File: src/rtl/alu_seq_pkg.sv
// alu_seq_pkg: opcode encodings, iterator modes and FSM states for alu_seq.
// Optional divide (state DIV, opcode 011) is compiled in with ALU_SEQ_DIV_EN.
`default_nettype none

package alu_seq_pkg;

    localparam logic [2:0] OP_AND = 3'b000;
    localparam logic [2:0] OP_OR  = 3'b001;
    localparam logic [2:0] OP_ADD = 3'b010;
    localparam logic [2:0] OP_DIV = 3'b011;
    localparam logic [2:0] OP_MUL = 3'b100;
    localparam logic [2:0] OP_SUB = 3'b110;
    localparam logic [2:0] OP_SLT = 3'b111;

    localparam logic MODE_MUL = 1'b0;
    localparam logic MODE_DIV = 1'b1;

    typedef enum logic [1:0] {
        S_IDLE = 2'd0,
        S_MUL  = 2'd1
`ifdef ALU_SEQ_DIV_EN
        ,
        S_DIV  = 2'd2
`endif
    } state_t;

endpackage

`default_nettype wire

File: src/rtl/alu_seq_iter.sv
// alu_seq_iter: shared iterative datapath (shift-add multiply, restoring divide).
// The divide half exists only when ALU_SEQ_DIV_EN is defined.
`default_nettype none

module alu_seq_iter
    import alu_seq_pkg::*;
#(
    parameter int WIDTH = 32
) (
    input  logic             clk,
    input  logic             rst_n,
    input  logic             start,
    input  logic             mode,
    input  logic [WIDTH-1:0] a,
    input  logic [WIDTH-1:0] b,
    output logic             done,
    output logic [WIDTH-1:0] result
);

    localparam int CW = $clog2(WIDTH);
    // The start edge performs iteration 0, so the final iteration happens
    // on the edge that moves the counter from WIDTH-2 to WIDTH-1.
    localparam logic [CW-1:0] LAST = CW'(WIDTH - 2);

    logic             running;
    logic [CW-1:0]    cnt;
    logic [WIDTH-1:0] acc;   // product accumulator / partial remainder
    logic [WIDTH-1:0] opa;   // multiplicand / dividend-quotient shifter
    logic [WIDTH-1:0] opb;   // multiplier / divisor
    logic             go;
    logic [WIDTH-1:0] cur_acc, cur_a, cur_b;
    logic [WIDTH-1:0] nxt_acc, nxt_a, nxt_b;

    always_comb begin
        cur_acc = go ? '0 : acc;
        cur_a   = go ? a  : opa;
        cur_b   = go ? b  : opb;
    end

`ifdef ALU_SEQ_DIV_EN
    logic           div_mode;
    logic           cur_div;
    logic [WIDTH:0] rem_sh;
    logic [WIDTH:0] diff;

    assign go = start;

    always_comb begin
        cur_div = go ? mode : div_mode;
        rem_sh  = {cur_acc, cur_a[WIDTH-1]};
        diff    = rem_sh - {1'b0, cur_b};
        nxt_acc = cur_acc + (cur_b[0] ? cur_a : '0);
        nxt_a   = cur_a << 1;
        nxt_b   = cur_b >> 1;
        if (cur_div) begin
            nxt_b = cur_b;
            if (!diff[WIDTH]) begin
                nxt_acc = diff[WIDTH-1:0];
                nxt_a   = {cur_a[WIDTH-2:0], 1'b1};
            end else begin
                nxt_acc = rem_sh[WIDTH-1:0];
                nxt_a   = {cur_a[WIDTH-2:0], 1'b0};
            end
        end
        result = cur_div ? nxt_a : nxt_acc;
    end
`else
    // Without a divider, a divide-mode start has nothing to run.
    assign go = start && (mode != MODE_DIV);

    always_comb begin
        nxt_acc = cur_acc + (cur_b[0] ? cur_a : '0);
        nxt_a   = cur_a << 1;
        nxt_b   = cur_b >> 1;
        result  = nxt_acc;
    end
`endif

    always_ff @(posedge clk) begin
        if (!rst_n) begin
            running <= 1'b0;
            cnt     <= '0;
            acc     <= '0;
            opa     <= '0;
            opb     <= '0;
`ifdef ALU_SEQ_DIV_EN
            div_mode <= 1'b0;
`endif
        end else if (go || running) begin
            acc     <= nxt_acc;
            opa     <= nxt_a;
            opb     <= nxt_b;
            cnt     <= go ? '0 : cnt + CW'(1);
            running <= go ? 1'b1 : (cnt != LAST);
`ifdef ALU_SEQ_DIV_EN
            div_mode <= cur_div;
`endif
        end
    end

    assign done = running && (cnt == LAST);

endmodule

`default_nettype wire

File: src/rtl/alu_seq.sv
// alu_seq: multi-cycle ALU with valid/ready handshake and registered result/Zero.
// Define ALU_SEQ_DIV_EN to enable the iterative unsigned divide on opcode 011.
`default_nettype none

module alu_seq
    import alu_seq_pkg::*;
#(
    parameter int WIDTH = 32
) (
    input  logic             clk_i,
    input  logic             rst_i,
    input  logic             valid_i,
    output logic             ready_o,
    input  logic [WIDTH-1:0] data1_i,
    input  logic [WIDTH-1:0] data2_i,
    input  logic [2:0]       ALUCtrl_i,
    output logic [WIDTH-1:0] data_o,
    output logic             Zero_o,
    output logic             valid_o
);

    state_t           state, state_nx;
    logic             accept;
    logic             is_iter;
    logic             iter_mode;
    logic             iter_start;
    logic             iter_done;
    logic             write;
    logic [WIDTH-1:0] single_res;
    logic [WIDTH-1:0] iter_res;
    logic [WIDTH-1:0] wr_data;

    assign ready_o = (state == S_IDLE);
    assign accept  = valid_i && ready_o;

    always_comb begin
        single_res = data1_i;
        case (ALUCtrl_i)
            OP_AND:  single_res = data1_i & data2_i;
            OP_OR:   single_res = data1_i | data2_i;
            OP_ADD:  single_res = data1_i + data2_i;
            OP_SUB:  single_res = data1_i - data2_i;
            OP_SLT:  single_res = {{(WIDTH-1){1'b0}}, ($signed(data1_i) < $signed(data2_i))};
`ifndef ALU_SEQ_DIV_EN
            OP_DIV:  single_res = data1_i;
`endif
            default: single_res = data1_i;
        endcase
    end

    always_comb begin
        is_iter   = (ALUCtrl_i == OP_MUL);
        iter_mode = MODE_MUL;
`ifdef ALU_SEQ_DIV_EN
        if (ALUCtrl_i == OP_DIV) begin
            is_iter   = 1'b1;
            iter_mode = MODE_DIV;
        end
`endif
    end

    always_comb begin
        state_nx   = state;
        iter_start = 1'b0;
        write      = 1'b0;
        wr_data    = single_res;
        case (state)
            S_IDLE: begin
                if (accept) begin
                    if (is_iter) begin
                        iter_start = 1'b1;
`ifdef ALU_SEQ_DIV_EN
                        state_nx   = (iter_mode == MODE_DIV) ? S_DIV : S_MUL;
`else
                        state_nx   = S_MUL;
`endif
                    end else begin
                        write = 1'b1;
                    end
                end
            end
`ifdef ALU_SEQ_DIV_EN
            S_MUL, S_DIV: begin
`else
            S_MUL: begin
`endif
                if (iter_done) begin
                    write    = 1'b1;
                    wr_data  = iter_res;
                    state_nx = S_IDLE;
                end
            end
            default: state_nx = S_IDLE;
        endcase
    end

    alu_seq_iter #(
        .WIDTH (WIDTH)
    ) u_iter (
        .clk    (clk_i),
        .rst_n  (rst_i),
        .start  (iter_start),
        .mode   (iter_mode),
        .a      (data1_i),
        .b      (data2_i),
        .done   (iter_done),
        .result (iter_res)
    );

    always_ff @(posedge clk_i) begin
        if (!rst_i) begin
            state   <= S_IDLE;
            data_o  <= '0;
            Zero_o  <= 1'b1;
            valid_o <= 1'b0;
        end else begin
            state   <= state_nx;
            valid_o <= write;
            if (write) begin
                data_o <= wr_data;
                Zero_o <= (wr_data == '0);
            end
        end
    end

endmodule

`default_nettype wire

File: config.mk
export PLATFORM = sky130hd
export DESIGN_NAME = alu_seq
export DESIGN_NICKNAME = d
export VERILOG_FILES = /design/src/rtl/alu_seq_pkg.sv /design/src/rtl/alu_seq_iter.sv /design/src/rtl/alu_seq.sv
export SDC_FILE = /design/constraint.sdc
export NUM_CORES = 1
export LEC_CHECK = 0
export CAP_MARGIN = 20
export CELL_PAD_IN_SITES_DETAIL_PLACEMENT = 0
export CELL_PAD_IN_SITES_GLOBAL_PLACEMENT = 1
export CORE_MARGIN = 2
export CORE_UTILIZATION = 48
export CTS_CLUSTER_SIZE = 25
export DETAILED_ROUTE_END_ITERATION = 8
export GPL_TIMING_DRIVEN = 0
export PLACE_DENSITY_LB_ADDON = 0.1
export SYNTH_ARGS = -nofsm -noshare
export SYNTH_HDL_FRONTEND = slang
export SYNTH_SLANG_ARGS = --single-unit
File: constraint.sdc
create_clock -name clk_i -period 10.5 [get_ports clk_i]
set_clock_uncertainty 0.1 [all_clocks]
set_input_delay 3.15 -clock clk_i [delete_from_list [all_inputs] [get_ports clk_i]]
set_output_delay 3.15 -clock clk_i [all_outputs]
set_load 0.02 [all_outputs]
==> impl_summary.log <==
[metrics] most frequent cell on the critical path: clkbuf_1
[metrics] worst min-delay path class: flip-flop to flip-flop
[metrics] sequential fraction of the synthesis area: 20.5%
[metrics] summed area of non-filler cells in the final layout: 15200 um2
[metrics] CTS H-tree lvls: 4
[metrics] clock tree from TritonCTS: done
[metrics] crit-path leading delay family: buffers and inverters
[metrics] GRT Residual Overflow: 0
[metrics] total placed cells including tap cells: 2249
[metrics] fin crit period: 9.67 ns
[metrics] top-area cell type share of the netlist area: 20.5%
[metrics] final-layout setup total negative slack: 0 ns
[metrics] Post-CTS Setup Repair Bufs: 0
[metrics] summed instance area of the synthesized netlist: 13200 um2
[metrics] Core Rows: 60
[metrics] proportion of synthesized flip-flops having asynchronous set or reset: 0%
[metrics] final-stage net count: 2136
[metrics] Yosys top cell by area: dfxtp_1
[metrics] maximum number of pins on one net before global-route repair: 17
[metrics] synthesized area divided by synthesized cell count: 7.32 um2
[metrics] Setup WS pre-CTS: 0.581 ns
[metrics] top flip-flop cell by instance count after synthesis: dfxtp_1
[metrics] area inside the core boundary: 27000 um2
[metrics] WL final: 54.2 mm
[metrics] synthesis-to-finish area growth: 15.4%
[metrics] DR vias/cell: 6.35
[metrics] most common cell after layout, fill and taps aside: nand2_1
[metrics] Buffers on Ports: 103
[metrics] floorplan die width: 170 um
[metrics] antenna violations before repair: 1
[metrics] cells after synthesis: 1805
[metrics] CP Buf/Inv Count: 5
[metrics] maximum count of clock buffers along a single path: 2
[metrics] total power density per cell area: 109 nW/um2
[metrics] # setup viols final: 0
[metrics] Worst path slowest cell: clkbuf_1
[metrics] maximum vdd ir drop: 0.0752 mV
[metrics] data required time of the worst path: 10.74 ns
[metrics] # fillers: 2702
[metrics] EDFF count, synth: 0
[metrics] routed wirelength normalized by instance count: 23.8 um
[metrics] number of DRC violations after detailed routing: 0
[metrics] type of the setup path with the least slack: primary input to flip-flop
[metrics] root cell of the clock tree: clkbuf_16
[metrics] Slew Limit Headroom: 24.9%
[metrics] cts bufs inserted: 17
[metrics] Yosys warning count: 0
[metrics] Final WS setup: 0.829 ns
[metrics] Post-CTS Hold Fix Bufs: 0
[metrics] initial cell density of the core: 49.0%
[metrics] leakage component of the power: 6.14 nW
[metrics] switching portion of total power: 37.9%
[metrics] fraction of the core area covered by cells at the end of the flow: 56.5%
[metrics] Max Transition Viols Final: 0
[metrics] number of library cell types mapped by synthesis: 91
[metrics] post-route insts no fill: 2282
[metrics] Worst-Margin Slew: 1.13 ns
[metrics] DIE HEIGHT: 170 um
[metrics] leading cell types in the layout, fill and taps excluded: nand2_1 (231), a21oi_1 (224), nor2_1 (146), ha_1 (136), dfxtp_1 (135)
[metrics] max-cap violations: 0
[metrics] critical-path maximum fanout: 10
[metrics] via count: 14.5k
[metrics] share of total power in sequential cells: 32.9%
[metrics] kind of launch point of the worst setup path: primary input
[metrics] Antenna Violating Nets Remaining: 0
[metrics] result of the run: completed
[metrics] Fin. Hold Viols: 0
[metrics] largest incremental delay on the critical path: 0.68 ns
[metrics] final worst path period share: 92.1%
[metrics] Syn Nets: 2014
[metrics] share of layout cells above drive strength 1: 5.88%
[metrics] Int Pwr: 1.03 mW
[metrics] Resize count post-CTS: 0
[metrics] number of synthesized register bits: 135
[metrics] clock latency on the worst-skew pair: 0.44 ns
[metrics] proportion of power drawn by the clock network: 36.6%
[metrics] global-route wire length before repair: 82.1 mm
[metrics] DRT Pass-1 Iters: 6
[metrics] number of global-route vias before repair: 13.7k
[metrics] switching power: 630 uW
[metrics] RSZ-0062 raised after global routing: no
[metrics] io pins: 105
[metrics] register clock-pin slew on the reported worst setup and hold paths: 0.07 ns
[metrics] placed cell area: 14700 um2
[metrics] GP Congestion: 0.986
[metrics] Crit path arrival time: 9.91 ns
[metrics] ranking of synthesized cells by area: dfxtp_1 (20%), ha_1 (13%), a21oi_1 (8.5%)
[metrics] final HPWL from detailed placement: 42.7 mm
[metrics] DRT iter0 DRCs: 1470
[metrics] Critical Path End Type: flip-flop
[metrics] global routing usage summed across all routing layers: 37.7%
[metrics] area of the die: 28900 um2
[metrics] cell chain of the critical path: clkdlybuf4s50_1 > buf_2 > clkbuf_1 > nor2_1 > nand2_1 > clkbuf_1 > clkbuf_1 > nor3_1 > ha_1 > fa_1 > a21oi_1 > o21ai_0 > a21o_1 > nor2_1 > o221ai_1 > a31oi_1 > xor2_1 > a21oi_1 > a2111oi_2 > nand4_1 > o31ai_1
[metrics] Highest Clock Rate: 103 MHz
[metrics] logic gate share of total power: 30.5%
[metrics] total clock sinks: 135
-- power groups by stage --
stage / combinational [mW] / sequential, mW / clock (mW)
final: 0.508 / 0.548 / 0.610
after global placement: 0.490 / 0.558 / 0
after detailed placement: 0.491 / 0.558 / 0
after global routing: 0.545 / 0.549 / 0.630
after CTS: 0.495 / 0.547 / 0.607
after floorplan: 0.297 / 0.565 / 0
-- registers in the layout (all words and copies together) (netlist names) --
name	cells
Zero_o	1
u_iter.opb	31
data_o	32
u_iter.cnt	5
u_iter.acc	32
u_iter.opa	31
state	1
u_iter.running	1
valid_o	1
-- worst register-to-register path, cell delays in order (launching register included) --
cell and delay, ns:
dfxtp_1 0.45, nor2b_1 0.10, nand2_1 0.27, clkbuf_1 0.68, clkbuf_1 0.64, nor3_1 0.11
ha_1 0.27, fa_1 0.50, a21oi_1 0.25, o21ai_0 0.17, a21o_1 0.22, nor2_1 0.21
o221ai_1 0.26, a31oi_1 0.36, xor2_1 0.45, a21oi_1 0.19, a2111oi_2 0.38, nand4_1 0.17
o31ai_1 0.26
-- area by class of cell --
type / instances / area [um2] / share of cell area (%)
tap: 341 / 427 / 2.80
timing repair buffer: 103 / 1030 / 6.77
buffer: 117 / 473 / 3.10
inverter: 107 / 402 / 2.64
antenna: 1 / 2.50 / 0.0164
multi-input combinational: 1446 / 9630 / 63.2
clock inverter: 14 / 130 / 0.854
sequential: 135 / 2700 / 17.7
clock buffer: 18 / 439 / 2.88
-- cell families (layout without fill, tap and decap cells) --
group           Yosys count  count (layout)  synth area share (%)
mux                      76              76                  6.04
compound gates          592             592                  29.3
other cells               0               1                     0
buf+inv                 224             359                  6.62
flops                   135             135                  20.5
simple gates            585             585                  20.7
xor+xnor                 54              54                  3.58
fa+ha+maj               139             139                  13.3
-- synthesized netlist by cell type, drive strengths merged (26+ instances only) --
cell	number
nor2	146
a211oi	56
xnor2	31
mux2i	46
nand2	231
ha	136
and2	42
mux2	30
clkbuf	89
buf	28
dfxtp	135
o21ai	89
inv	106
nor3	26
a21o	29
a21oi	226
-- through the flow --
step / total power, mW / hold slack, ns
global route: 1.72 / 0.367
floorplan: 0.862 / 0.327
CTS: 1.65 / 0.350
detailed placement: 1.05 / 0.340
finish: 1.66 / 0.349
global placement: 1.05 / 0.334
-- layer usage --
metal  wire, um  vias up  global-route usage [%]  part of all wire [%]
met5          0        -                       0                     0
met4       3030        0                    20.0                   5.6
met3       4350      129                    6.09                   8.0
met2      23700      722                    59.0                    44
met1      23100     6902                    49.8                    43
li1           -     6734                       -                     -
-- worst paths after layout --
kind / from / to / slack (ns) / cells after the start
worst max register to register: state[0] / Zero_o / 4.36 / 18
worst max-delay path: ALUCtrl_i[0] / Zero_o / 0.83 / 21
worst min register to register: u_iter.acc[3] / u_iter.acc[3] / 0.35 / 2
worst min-delay path: u_iter.acc[3] / u_iter.acc[3] / 0.35 / 2
No activity file was read; power rests on OpenSTA's default activity.
